==> config.mk <==
export PLATFORM = sky130hd
export DESIGN_NAME = leds_sweep_decoder
export DESIGN_NICKNAME = d
export VERILOG_FILES = /design/src/rtl/leds_sweep_decoder_pkg.sv /design/src/rtl/leds_sweep_decoder_onehot_index.sv /design/src/rtl/leds_sweep_decoder.sv
export SDC_FILE = /design/constraint.sdc
export NUM_CORES = 1
export LEC_CHECK = 0
export CAP_MARGIN = 20
export CORE_MARGIN = 3
export CORE_UTILIZATION = 52
export CTS_CLUSTER_SIZE = 28
export DETAILED_ROUTE_END_ITERATION = 8
export PLACE_DENSITY_LB_ADDON = 0.05
export SETUP_SLACK_MARGIN = 0.05
export SLEW_MARGIN = 0
export SYNTH_ARGS = -nofsm -noshare
export SYNTH_HDL_FRONTEND = slang
export SYNTH_SLANG_ARGS = --single-unit
==> constraint.sdc <==
create_clock -name clk -period 3.75 [get_ports clk]
set_clock_uncertainty 0.2 [all_clocks]
set_input_delay 0.375 -clock clk [delete_from_list [all_inputs] [get_ports clk]]
set_output_delay 0.375 -clock clk [all_outputs]
set_load 0.005 [all_outputs]
==> src/rtl/leds_sweep_decoder_pkg.sv <==
// Shared definitions for the LED sweep decoder: FSM state encoding and
// error-code values reported on err_code.
package leds_sweep_decoder_pkg;

  typedef enum logic [1:0] {
    ST_IDLE    = 2'd0,
    ST_ACQUIRE = 2'd1,
    ST_TRACK   = 2'd2,
    ST_ERROR   = 2'd3
  } state_t;

  typedef enum logic [1:0] {
    ERR_NONE  = 2'd0,
    ERR_MULTI = 2'd1,  // more than one LED lit
    ERR_SKIP  = 2'd2,  // lit LED not adjacent to the expected position
    ERR_RSVD  = 2'd3
  } err_code_t;

endpackage

==> src/rtl/leds_sweep_decoder_onehot_index.sv <==
// Combinational classifier for the LED bus: index of the lit bit plus
// zero / one-hot flags. The index is only meaningful when is_onehot is set.
module leds_sweep_decoder_onehot_index #(
  parameter int N = 8,
  parameter int W = $clog2(N)
) (
  input  logic [N-1:0] vec,
  output logic [W-1:0] index,
  output logic         is_zero,
  output logic         is_onehot
);

  // Priority encode the lit bit and classify the vector population.
  always_comb begin
    // NOTE: every output gets a default first so no latch is inferred.
    index = '0;
    for (int i = 0; i < N; i++) begin
      if (vec[i]) index = W'(i);
    end
    is_zero   = (vec == '0);
    is_onehot = !is_zero && ((vec & (vec - 1'b1)) == '0);
  end

endmodule

==> src/rtl/leds_sweep_decoder.sv <==
// Receive-side decoder/monitor for the Knight-Rider LED sweep bus.
// Recovers position, direction and sweep count from the one-hot bus and
// flags multi-hot and skipped-step violations with a sticky error.
// Optional feature: define STALL_DETECT_EN to build the no-change stall
// detector; otherwise stalled is tied low and no counter exists.
module leds_sweep_decoder
  import leds_sweep_decoder_pkg::*;
#(
  parameter int N_LEDS       = 8,
  parameter int STALL_CYCLES = 25000000,
  parameter int CNT_W        = 16
) (
  input  logic                      clk,
  input  logic                      reset,
  input  logic [N_LEDS-1:0]         leds_in,
  input  logic                      clear_err,
  output logic [$clog2(N_LEDS)-1:0] pos,
  output logic                      pos_valid,
  output logic                      dir,
  output logic                      step,
  output logic [CNT_W-1:0]          sweep_count,
  output logic                      err,
  output logic [1:0]                err_code,
  output logic                      stalled
);

  localparam int POS_W = $clog2(N_LEDS);
  localparam logic [POS_W-1:0] POS_LAST = POS_W'(N_LEDS - 1);

  if (N_LEDS < 3 || STALL_CYCLES < 2) begin : g_bad_params
    $error("leds_sweep_decoder: N_LEDS must be >= 3 and STALL_CYCLES >= 2");
  end

  state_t            state_q, next_state;
  err_code_t         code_q, next_code;
  logic [N_LEDS-1:0] s_q;
  logic [POS_W-1:0]  pos_q, next_pos;
  logic              pos_valid_q, next_pos_valid;
  logic              dir_q, next_dir;
  logic              step_q, next_step;
  logic [CNT_W-1:0]  count_q, next_count;
  logic              err_q, next_err;

  logic [POS_W-1:0]  idx;
  logic              is_zero, is_onehot;
  logic              change;
  logic              legal, step_dir;
  logic [POS_W:0]    idx_w, pos_w, expected_w;

  leds_sweep_decoder_onehot_index #(.N(N_LEDS), .W(POS_W)) u_onehot (
    .vec       (leds_in),
    .index     (idx),
    .is_zero   (is_zero),
    .is_onehot (is_onehot)
  );

  assign change = (leds_in != s_q);
  // One extra bit keeps +/-1 at the ends from wrapping into a false match.
  assign idx_w      = {1'b0, idx};
  assign pos_w      = {1'b0, pos_q};
  assign expected_w = dir_q ? (pos_w - 1'b1) : (pos_w + 1'b1);

  // Next-state and next-output decode; only bus changes move the FSM.
  always_comb begin
    next_state     = state_q;
    next_code      = code_q;
    next_pos       = pos_q;
    next_pos_valid = pos_valid_q;
    next_dir       = dir_q;
    next_step      = 1'b0;
    next_count     = count_q;
    next_err       = err_q;
    legal          = 1'b0;
    step_dir       = dir_q;

    if (state_q == ST_ERROR && clear_err) begin
      next_state     = ST_IDLE;
      next_pos_valid = 1'b0;
      next_err       = 1'b0;
      next_code      = ERR_NONE;
    end else if (change) begin
      if (state_q != ST_ERROR && !is_zero && !is_onehot) begin
        next_state     = ST_ERROR;
        next_code      = ERR_MULTI;
        next_err       = 1'b1;
        next_pos_valid = 1'b0;
      end else begin
        unique case (state_q)
          ST_IDLE: begin
            if (is_onehot) begin
              next_state     = ST_ACQUIRE;
              next_pos       = idx;
              next_pos_valid = 1'b1;
            end
          end
          ST_ACQUIRE, ST_TRACK: begin
            if (is_zero) begin
              next_state     = ST_IDLE;
              next_pos_valid = 1'b0;
            end else if (state_q == ST_ACQUIRE &&
                         (idx_w == pos_w + 1'b1 || idx_w + 1'b1 == pos_w)) begin
              legal    = 1'b1;
              step_dir = (idx < pos_q);
            end else if (state_q == ST_TRACK && idx_w == expected_w) begin
              legal = 1'b1;
            end else begin
              next_state     = ST_ERROR;
              next_code      = ERR_SKIP;
              next_err       = 1'b1;
              next_pos_valid = 1'b0;
            end
          end
          default: ;  // ERROR: everything frozen until clear_err
        endcase
      end

      if (legal) begin
        next_state = ST_TRACK;
        next_pos   = idx;
        next_step  = 1'b1;
        if (idx == '0 || idx == POS_LAST) begin
          next_dir = (idx == POS_LAST);  // bounce off the end just reached
          if (count_q != '1) next_count = count_q + 1'b1;
        end else begin
          next_dir = step_dir;
        end
      end
    end
  end

  // State, sample and output registers.
  always_ff @(posedge clk or posedge reset) begin
    if (reset) begin
      state_q     <= ST_IDLE;
      code_q      <= ERR_NONE;
      s_q         <= '0;
      pos_q       <= '0;
      pos_valid_q <= 1'b0;
      dir_q       <= 1'b0;
      step_q      <= 1'b0;
      count_q     <= '0;
      err_q       <= 1'b0;
    end else begin
      // NOTE: non-blocking assignments so every register updates from pre-edge values.
      state_q     <= next_state;
      code_q      <= next_code;
      s_q         <= leds_in;
      pos_q       <= next_pos;
      pos_valid_q <= next_pos_valid;
      dir_q       <= next_dir;
      step_q      <= next_step;
      count_q     <= next_count;
      err_q       <= next_err;
    end
  end

`ifdef STALL_DETECT_EN
  localparam int STALL_W = $clog2(STALL_CYCLES);
  localparam logic [STALL_W-1:0] STALL_MAX = STALL_W'(STALL_CYCLES - 1);

  logic [STALL_W-1:0] stall_cnt_q;
  logic               stalled_q;
  logic               active, active_next;

  assign active      = (state_q == ST_ACQUIRE) || (state_q == ST_TRACK);
  assign active_next = (next_state == ST_ACQUIRE) || (next_state == ST_TRACK);

  // Count quiet cycles while locked; flag once the limit is reached.
  always_ff @(posedge clk or posedge reset) begin
    if (reset) begin
      stall_cnt_q <= '0;
      stalled_q   <= 1'b0;
    end else begin
      if (change || !active || !active_next) begin
        stall_cnt_q <= '0;
      end else if (stall_cnt_q != STALL_MAX) begin
        stall_cnt_q <= stall_cnt_q + 1'b1;
        if (stall_cnt_q == STALL_MAX - 1'b1) stalled_q <= 1'b1;
      end
      if (next_step || !active_next) stalled_q <= 1'b0;
    end
  end

  assign stalled = stalled_q;
`else
  assign stalled = 1'b0;
`endif

  assign pos         = pos_q;
  assign pos_valid   = pos_valid_q;
  assign dir         = dir_q;
  assign step        = step_q;
  assign sweep_count = count_q;
  assign err         = err_q;
  assign err_code    = code_q;

endmodule

==> flow_summary.yaml, run 1 <==
run_status:
  outcome: "complete, no violations"
synth:
  synth_area_leaders: "dfrtp_1 39%, xor2_1 9.1%, ha_1 7.3%"
  synth_top_cell_by_area: "dfrtp_1"
  ys_warn_count: 0
  netlist.area_leader.share_pct: 39.5
  yosysSeqAreaShare_pct: 39.5
  synth-edff-count: 0
  synth.avg_cell_area_um2: 9.86
  ys_ff_latch: 35
  async_flop_share_pct: 100
  synth_flop_cell: "dfrtp_1"
  netlist_instances: 225
  syn_nets: 249
  netlist_area_um2: 2220
  yosysUniqueCellTypes: 48
place:
  io_buffers: 35
  gp_congestion: 0.833
  dpl_cell_area_um2: 2660
  hpwlAfterDp_um: 3430
power:
  leakagePower_nw: 1.31
  p_per_area_nw_per_um2: 465
  peakVddDrop_v: 0.000303
clock_network:
  clock_sink_count: 35
  post_cts_buffers: 0
  numCtsBuffers: 5
  clk_pin_slew_worst_paths_ns: 0.08
  cts_tree: "yes"
  ctsLongestPathBuffers: 2
  htreeDepth: 2
  cts_root_buf: "clkbuf_8"
  clk-insertion-delay-late_ns: 0.29
  ctsResizeCount: 0
  postCtsHoldBufs: 0
finish:
  final_cell_mix: "35 x dfrtp_1, 35 x clkdlybuf4s50_1, 23 x xor2_1, 18 x nand2_1, 16 x nor2_1"
  fin_util_pct: 67.7
  drive_gt1_share_pct: 12.5
  final_nets: 295
  syn2layout_area_growth_pct: 23.9
  design_area_um2: 2750
  diodes: 0
global_route:
  antenna_found_initial: 0
  grt_max_degree: 36
  grt_pass1_vias: 1734
  grt-ovfl-total: 0
  grt_pass1_wl_um: 8010
  track_usage_pct: 19.8
critical_path:
  critical-path-max-stage-delay_ns: 0.67
  critPathTopFamily: "compound AO/OA/AOI/OAI gates"
  reg2reg_depth: 9
  criticalPathCategory: "primary input to flip-flop"
  worst-r2r-setup-slack_ns: 0.77
  timing.rr.end: "pos[2]"
  crit_required_ns: 3.71
  r2r-start: "pos[1]"
  crit_arrival_ns: 3.35
  startpoint_type: "primary input"
  end_kind: "flip-flop"
  crit_fanout: 3
  critPathBufInv: 2
  cpMaxStageDelayCell: "or4b_2"
  crit_chain: "clkdlybuf4s50_1 > a21oi_1 > o31ai_1 > inv_1 > ha_1 > or4b_2 > o21ai_1 > a31oi_1 > nor2_1 > o2111ai_1 > mux2i_1"
floorplanning:
  rows: 23
  pin_count: 37
  core_um2: 4060
  die_h_um: 71.3
  die-area_um2: 5090
  start_util_pct: 54.7
  die_w_um: 71.3
hold_path:
  hp-class: "primary input to async pin"
sta:
  finalHoldWorstSlack_ns: 0.267
  slew-limit-headroom_pct: 57.4
  slew_viol_final: 0
  worstMarginPinSlew_ns: 0.634
  period_needed_ns: 3.38
  rsz0062_at_grt: "no"
  finalSetupViolations: 0
  fin_setup_tns_ns: 0
  period_share_pct: 90.2
  hold_viol: 0
  fmaxAchievable_ghz: 0.295
job:
  maxCapViolCount: 0
routing:
  ant_nets: 0
  dr.pass1.iters: 4
  wirelength_um: 4500
  num_vias: 1754
  drc: 0
  vias_per_cell: 5.45
  drt_iter0_drc: 73
  routedWlPerCell_um: 14.0
[worst register-to-register path, cell delays in order (launching register included)]
cell	delay, ns
dfrtp_1	0.44
ha_1	0.22
xnor2_1	0.14
xnor2_1	0.16
or4b_2	0.64
o21ai_1	0.26
a31oi_1	0.10
nor2_1	0.19
o2111ai_1	0.30
mux2i_1	0.20
[worst max-delay path by stage]
stage,from,to,slack [ns],depth (start not counted)
after floorplan,leds_in[4],state_q[0],0.59,10
after global placement,leds_in[1],pos[1],0.17,11
after detailed placement,leds_in[1],sweep_count[13],0.08,11
after CTS,leds_in[1],sweep_count[13],0.38,11
after global routing,leds_in[1],pos[1],0.17,11
final,leds_in[1],pos[2],0.37,11
[power by group]
part / switching [mW] / leakage, nW / internal, mW
clock: 0.140 / 0.0412 / 0.130
combinational: 0.273 / 0.826 / 0.259
sequential: 0.0481 / 0.442 / 0.428
total: 0.461 / 1.31 / 0.817
[layer usage]
| metal | global-route usage [%] | share of wire [%] | vias to the layer above |
|---|---|---|---|
| li1 | - | - | 860 |
| met1 | 28.3 | 50 | 840 |
| met2 | 29.8 | 44 | 45 |
| met3 | 4.91 | 4.8 | 9 |
| met4 | 5.64 | 1.6 | 0 |
| met5 | 0 | 0 | - |
[registers in the layout, summed over array words and instances, names as in the netlist]
register	flops
dir	1
err	1
err_code	2
pos	3
pos_valid	1
s_q	8
state_q	2
step	1
sweep_count	16
[synthesized netlist by cell type, drive strengths merged, types with 5 or more instances]
library cell / count
inv: 16
nor4: 5
a21oi: 13
o21ai: 8
nand2: 18
buf: 8
dfrtp: 35
mux2i: 5
xnor2: 8
xor2: 23
nor3: 11
nand3: 9
nor2: 16
ha: 13
[cell type report]
type	instances	area (µm²)
inverter	16	62.6
clock inverter	2	12.5
fill	346	1310
timing repair buffer	48	448
tap	50	62.6
clock buffer	6	72.6
multi-input combinational	165	1210
sequential	35	876
[stage by stage]
| step | cells | setup WS [ns] | power, mW |
|---|---|---|---|
| 5_1_grt | 322 | 0.174 | 1.38 |
| 4_1_cts | 322 | 0.379 | 1.29 |
| 3_3_place_gp | 314 | 0.165 | 1.01 |
| 3_5_place_dp | 314 | 0.0828 | 1.01 |
| 2_1_floorplan | 225 | 0.590 | 0.834 |
| 6_report | 322 | 0.366 | 1.28 |
[cells by family after synthesis]
| kind of cell | share of synthesized area (%) |
|---|---|
| XOR/XNOR | 12.6 |
| other | 0.169 |
| buffers and inverters | 5.75 |
| AND/OR/NAND/NOR | 19.0 |
| AO/OA/AOI/OAI | 11.1 |
| flip-flops | 39.5 |
| adder cells (fa/ha/maj) | 8.23 |
| multiplexers | 3.78 |
Power figures use the tool's default switching activity.
==> inputs of run 2 (changes only) <==
- CELL_PAD_IN_SITES_DETAIL_PLACEMENT: default -> 1
- CELL_PAD_IN_SITES_GLOBAL_PLACEMENT: default -> 2
- CORE_UTILIZATION: 52 -> 33
- CTS_CLUSTER_SIZE: 28 -> default
==> flow_summary.yaml, run 2 (synthesis results as in run 1) <==
finish:
  final_nets: 296
  drive_gt1_share_pct: 12.5
  final_cell_mix: "35 x dfrtp_1, 35 x clkdlybuf4s50_1, 23 x xor2_1, 18 x nand2_1, 16 x nor2_1"
  largest_reg_flops: 16
  syn2layout_area_growth_pct: 26.6
  diodes: 0
  design_area_um2: 2810
power:
  p_per_area_nw_per_um2: 483
  finalPower_mw: 1.36
  leakagePower_nw: 1.32
  peakVddDrop_v: 0.000272
global_route:
  grt_max_degree: 20
  grt_pass1_vias: 1781
  track_usage_pct: 15.1
  grt-ovfl-total: 0
  grt_pass1_wl_um: 9010
  antenna_found_initial: 0
floorplanning:
  pin_count: 37
  rows: 29
  die-area_um2: 7740
  core_um2: 6420
  die_w_um: 88.0
  start_util_pct: 34.5
  die_h_um: 88.0
routing:
  ant_nets: 0
  vias_per_cell: 5.00
  wirelength_um: 5230
  num_vias: 1746
  dr.pass1.iters: 4
  drc: 0
  drt_iter0_drc: 52
  routedWlPerCell_um: 15.0
critical_path:
  criticalPathCategory: "primary input to flip-flop"
  startpoint_type: "primary input"
  reg2reg_depth: 9
  end_kind: "flip-flop"
  crit_arrival_ns: 3.40
  timing.rr.end: "pos[1]"
  crit_fanout: 3
  worst-r2r-setup-slack_ns: 0.76
  r2r-start: "pos[0]"
  crit_required_ns: 3.71
clock_network:
  cts_root_buf: "clkbuf_8"
  cts_tree: "yes"
  clk-insertion-delay-late_ns: 0.29
  clk_pin_slew_worst_paths_ns: 0.07
  clock_sink_count: 35
  ctsResizeCount: 0
  ctsLongestPathBuffers: 2
  htreeDepth: 2
  numCtsBuffers: 5
  postCtsHoldBufs: 0
  post_cts_buffers: 0
sta:
  period_needed_ns: 3.44
  finalHoldWorstSlack_ns: 0.272
  hold_viol: 0
  fin_setup_tns_ns: 0
  fmaxAchievable_ghz: 0.291
  period_share_pct: 91.7
  slew_viol_final: 0
  finalSetupViolations: 0
  rsz0062_at_grt: "no"
  slew-limit-headroom_pct: 53.2
  worstMarginPinSlew_ns: 0.696
place:
  hpwlAfterDp_um: 4140
  io_buffers: 35
  gp_congestion: 0.759
  dpl_cell_area_um2: 2710
run_status:
  outcome: "complete, no violations"
job:
  maxCapViolCount: 0
hold_path:
  hp-class: "primary input to async pin"
run 2: layout make-up:
class                      instances  area, µm²
timing repair buffer              49        455
clock buffer                       6       72.6
clock inverter                     1       30.0
multi-input combinational        165       1210
inverter                          16       62.6
tap                               77       96.3
sequential                        35        876
fill                             744       3610
run 2: where the power goes:
group / switching [mW] / internal [mW] / leakage, nW
Combinational: 0.286 / 0.261 / 0.831
Sequential: 0.0495 / 0.428 / 0.442
Clock: 0.137 / 0.195 / 0.0513
Total: 0.473 / 0.884 / 1.32
run 2: worst max path at each step:
stage	to	start	slack, ns
3_3_place_gp	pos[1]	leds_in[1]	0.05
3_5_place_dp	pos[1]	leds_in[1]	0.02
6_report	pos[1]	leds_in[1]	0.31
5_1_grt	pos[1]	leds_in[1]	0.06
4_1_cts	pos[1]	leds_in[1]	0.31
2_1_floorplan	state_q[0]	leds_in[4]	0.59
run 2: metrics by stage:
stage                     instances  utilization (%)  setup slack, ns
after CTS                       349             43.7            0.310
after global routing            349             43.7           0.0566
after detailed placement        342             42.1           0.0171
after global placement          342             42.1           0.0539
after floorplan                 225                -            0.590
final                           349             43.7            0.310
run 2: layer usage:
| layer | track usage, % | vias to the layer above | share of wire, % |
|---|---|---|---|
| li1 | - | 868 | - |
| met1 | 21.7 | 839 | 51 |
| met2 | 22.4 | 33 | 44 |
| met3 | 3.86 | 6 | 3.5 |
| met4 | 4.18 | 0 | 1.2 |
| met5 | 0 | - | 0 |
run 2: critical path, cell delays in order:
cell	delay [ns]
clkdlybuf4s50_1	0.48
a21oi_1	0.10
o31ai_1	0.28
inv_1	0.11
ha_1	0.30
or4b_2	0.66
o21ai_1	0.25
a31oi_1	0.10
nor2_1	0.19
o2111ai_1	0.34
mux2i_1	0.20
==> inputs of run 3 (changes only) <==
--- a/config.mk
+++ b/config.mk
@@ -13,2 +13,3 @@
 export DETAILED_ROUTE_END_ITERATION = 8
+export HOLD_SLACK_MARGIN = 0.08
 export PLACE_DENSITY_LB_ADDON = 0.05
==> constraint.sdc (replaced) <==
create_clock -name clk -period 3.75 [get_ports clk]
set_clock_uncertainty 0.2 [all_clocks]
set_input_delay 0.9375 -clock clk [delete_from_list [all_inputs] [get_ports clk]]
set_output_delay 0.9375 -clock clk [all_outputs]
set_load 0.005 [all_outputs]
==> flow_summary.yaml, run 3 (synthesis results as in run 1) <==
routing:
  dr.pass1.iters: 4
  num_vias: 1839
  routedWlPerCell_um: 15.1
  ant_nets: 0
  drc: 0
  vias_per_cell: 4.94
  wirelength_um: 5610
  drt_iter0_drc: 49
finish:
  final_cell_mix: "35 x dfrtp_1, 32 x buf_4, 31 x clkdlybuf4s50_1, 23 x xor2_1, 18 x nand2_1"
  final_cells: 372
  fillers: 723
  diodes: 0
  layout.cells.most_common: "dfrtp_1"
  drive_gt1_share_pct: 24.7
  fin_util_pct: 48.1
  largest_reg_flops: 16
  syn2layout_area_growth_pct: 39.4
  final_nets: 318
clock_network:
  clk-insertion-delay-late_ns: 0.30
  postCtsHoldBufs: 0
  clk_pin_slew_worst_paths_ns: 0.07
  ctsLongestPathBuffers: 2
  cts_tree: "yes"
  htreeDepth: 2
  clock_sink_count: 35
  numCtsBuffers: 5
  cts_root_buf: "clkbuf_8"
sta:
  slew_viol_final: 0
  period_share_pct: 96.0
  slew-limit-headroom_pct: 62.5
  finalSetupViolations: 0
  hold_viol: 0
  period_needed_ns: 3.60
  rsz0062_at_grt: "yes"
  fmaxAchievable_ghz: 0.278
  worstMarginPinSlew_ns: 0.558
  fin_ws_ns: 0.151
place:
  dp.cells: 361
  io_buffers: 35
  post-place-ws_ns: -0.475
  gp_congestion: 0.753
  hpwlAfterDp_um: 4280
critical_path:
  crit_arrival_ns: 3.62
  crit_chain: "clkdlybuf4s50_1 > a21oi_2 > o31ai_2 > inv_1 > ha_4 > or4b_4 > o21ai_4 > a31o_4 > nand3_4 > nor3_2 > xor2_1"
  reg2reg_depth: 9
  r2r-start: "pos[0]"
  worst-path-stages: 11
  cpMaxStageDelayCell: "or4b_4"
  timing.rr.end: "sweep_count[13]"
  crit_required_ns: 3.77
  critPathBufInv: 2
  startpoint_type: "primary input"
  end_kind: "flip-flop"
  critical-path-max-stage-delay_ns: 0.54
  criticalPathCategory: "primary input to flip-flop"
  critPathTopFamily: "simple AND/OR/NAND/NOR gates"
  crit_fanout: 8
  worst-r2r-setup-slack_ns: 1.03
hold_path:
  min_to: "sweep_count[8]"
  worstHoldStart: "sweep_count[8]"
  hp-class: "flip-flop to flip-flop"
  holdPathStages: 1
global_route:
  track_usage_pct: 16.2
  antenna_found_initial: 0
  grt-ovfl-total: 0
  grt_pass1_vias: 1952
  grt_pass1_wl_um: 9650
  grt_max_degree: 36
power:
  p_per_area_nw_per_um2: 457
  finalPower_mw: 1.41
  peakVddDrop_v: 0.000318
  leakagePower_nw: 1.47
job:
  maxCapViolCount: 0
floorplanning:
  core_um2: 6420
  start_util_pct: 34.5
  rows: 29
  die-area_um2: 7740
  pin_count: 37
  die_h_um: 88.0
  die_w_um: 88.0
run_status:
  outcome: "complete, no violations"
[run 3: stage by stage]
stage	TNS, ns	hold slack [ns]	instance area (µm²)
2_1_floorplan	0	0.277	2220
3_3_place_gp	-8.18	0.276	2850
3_5_place_dp	-9.68	0.277	2850
4_1_cts	0	0.288	3030
5_1_grt	0	0.306	3090
6_report	0	0.288	3090
[run 3: what timing repair did]
| action | CTS | global route |
|---|---|---|
| setup endpoints to repair | 24 | 26 |
| endpoints found under the hold margin | 0 | 0 |
| resized for setup | 14 | 15 |
| setup buffers | 2 | 0 |
| gates cloned | 1 | 0 |
| pin swaps | 5 | 6 |
[run 3: per-layer routing]
metal  routed length, µm  global-route usage [%]
met1                2910                    23.8
met2                2480                    23.8
met3                 148                    3.29
met4                  72                    5.02
met5                   0                       0
[run 3: power by group]
group          internal (mW)  leakage (nW)  switching, mW  total, mW
combinational          0.321         0.986          0.331      0.652
clock                  0.130        0.0412          0.150      0.280
sequential             0.428         0.442         0.0515      0.480
[run 3: final cells by class]
class                           instances  area (µm²)  share of cell area, %
Inverter                               16        62.6                   2.02
Sequential cell                        35         876                   28.3
Tap cell                               77        96.3                   3.12
Timing Repair Buffer                   70         634                   20.5
Multi-Input combinational cell        166        1340                   43.3
Clock inverter                          2        12.5                  0.405
Clock buffer                            6        72.6                   2.35
[run 3: how the worst max path moves through the flow]
stage / endpoint / slack [ns] / start
2_1_floorplan: state_q[0] / 0.11 / leds_in[4]
3_3_place_gp: pos[1] / -0.41 / leds_in[1]
3_5_place_dp: state_q[0] / -0.47 / leds_in[2]
4_1_cts: state_q[0] / 0.07 / leds_in[2]
5_1_grt: dir / 0.01 / leds_in[1]
6_report: sweep_count[13] / 0.15 / leds_in[1]
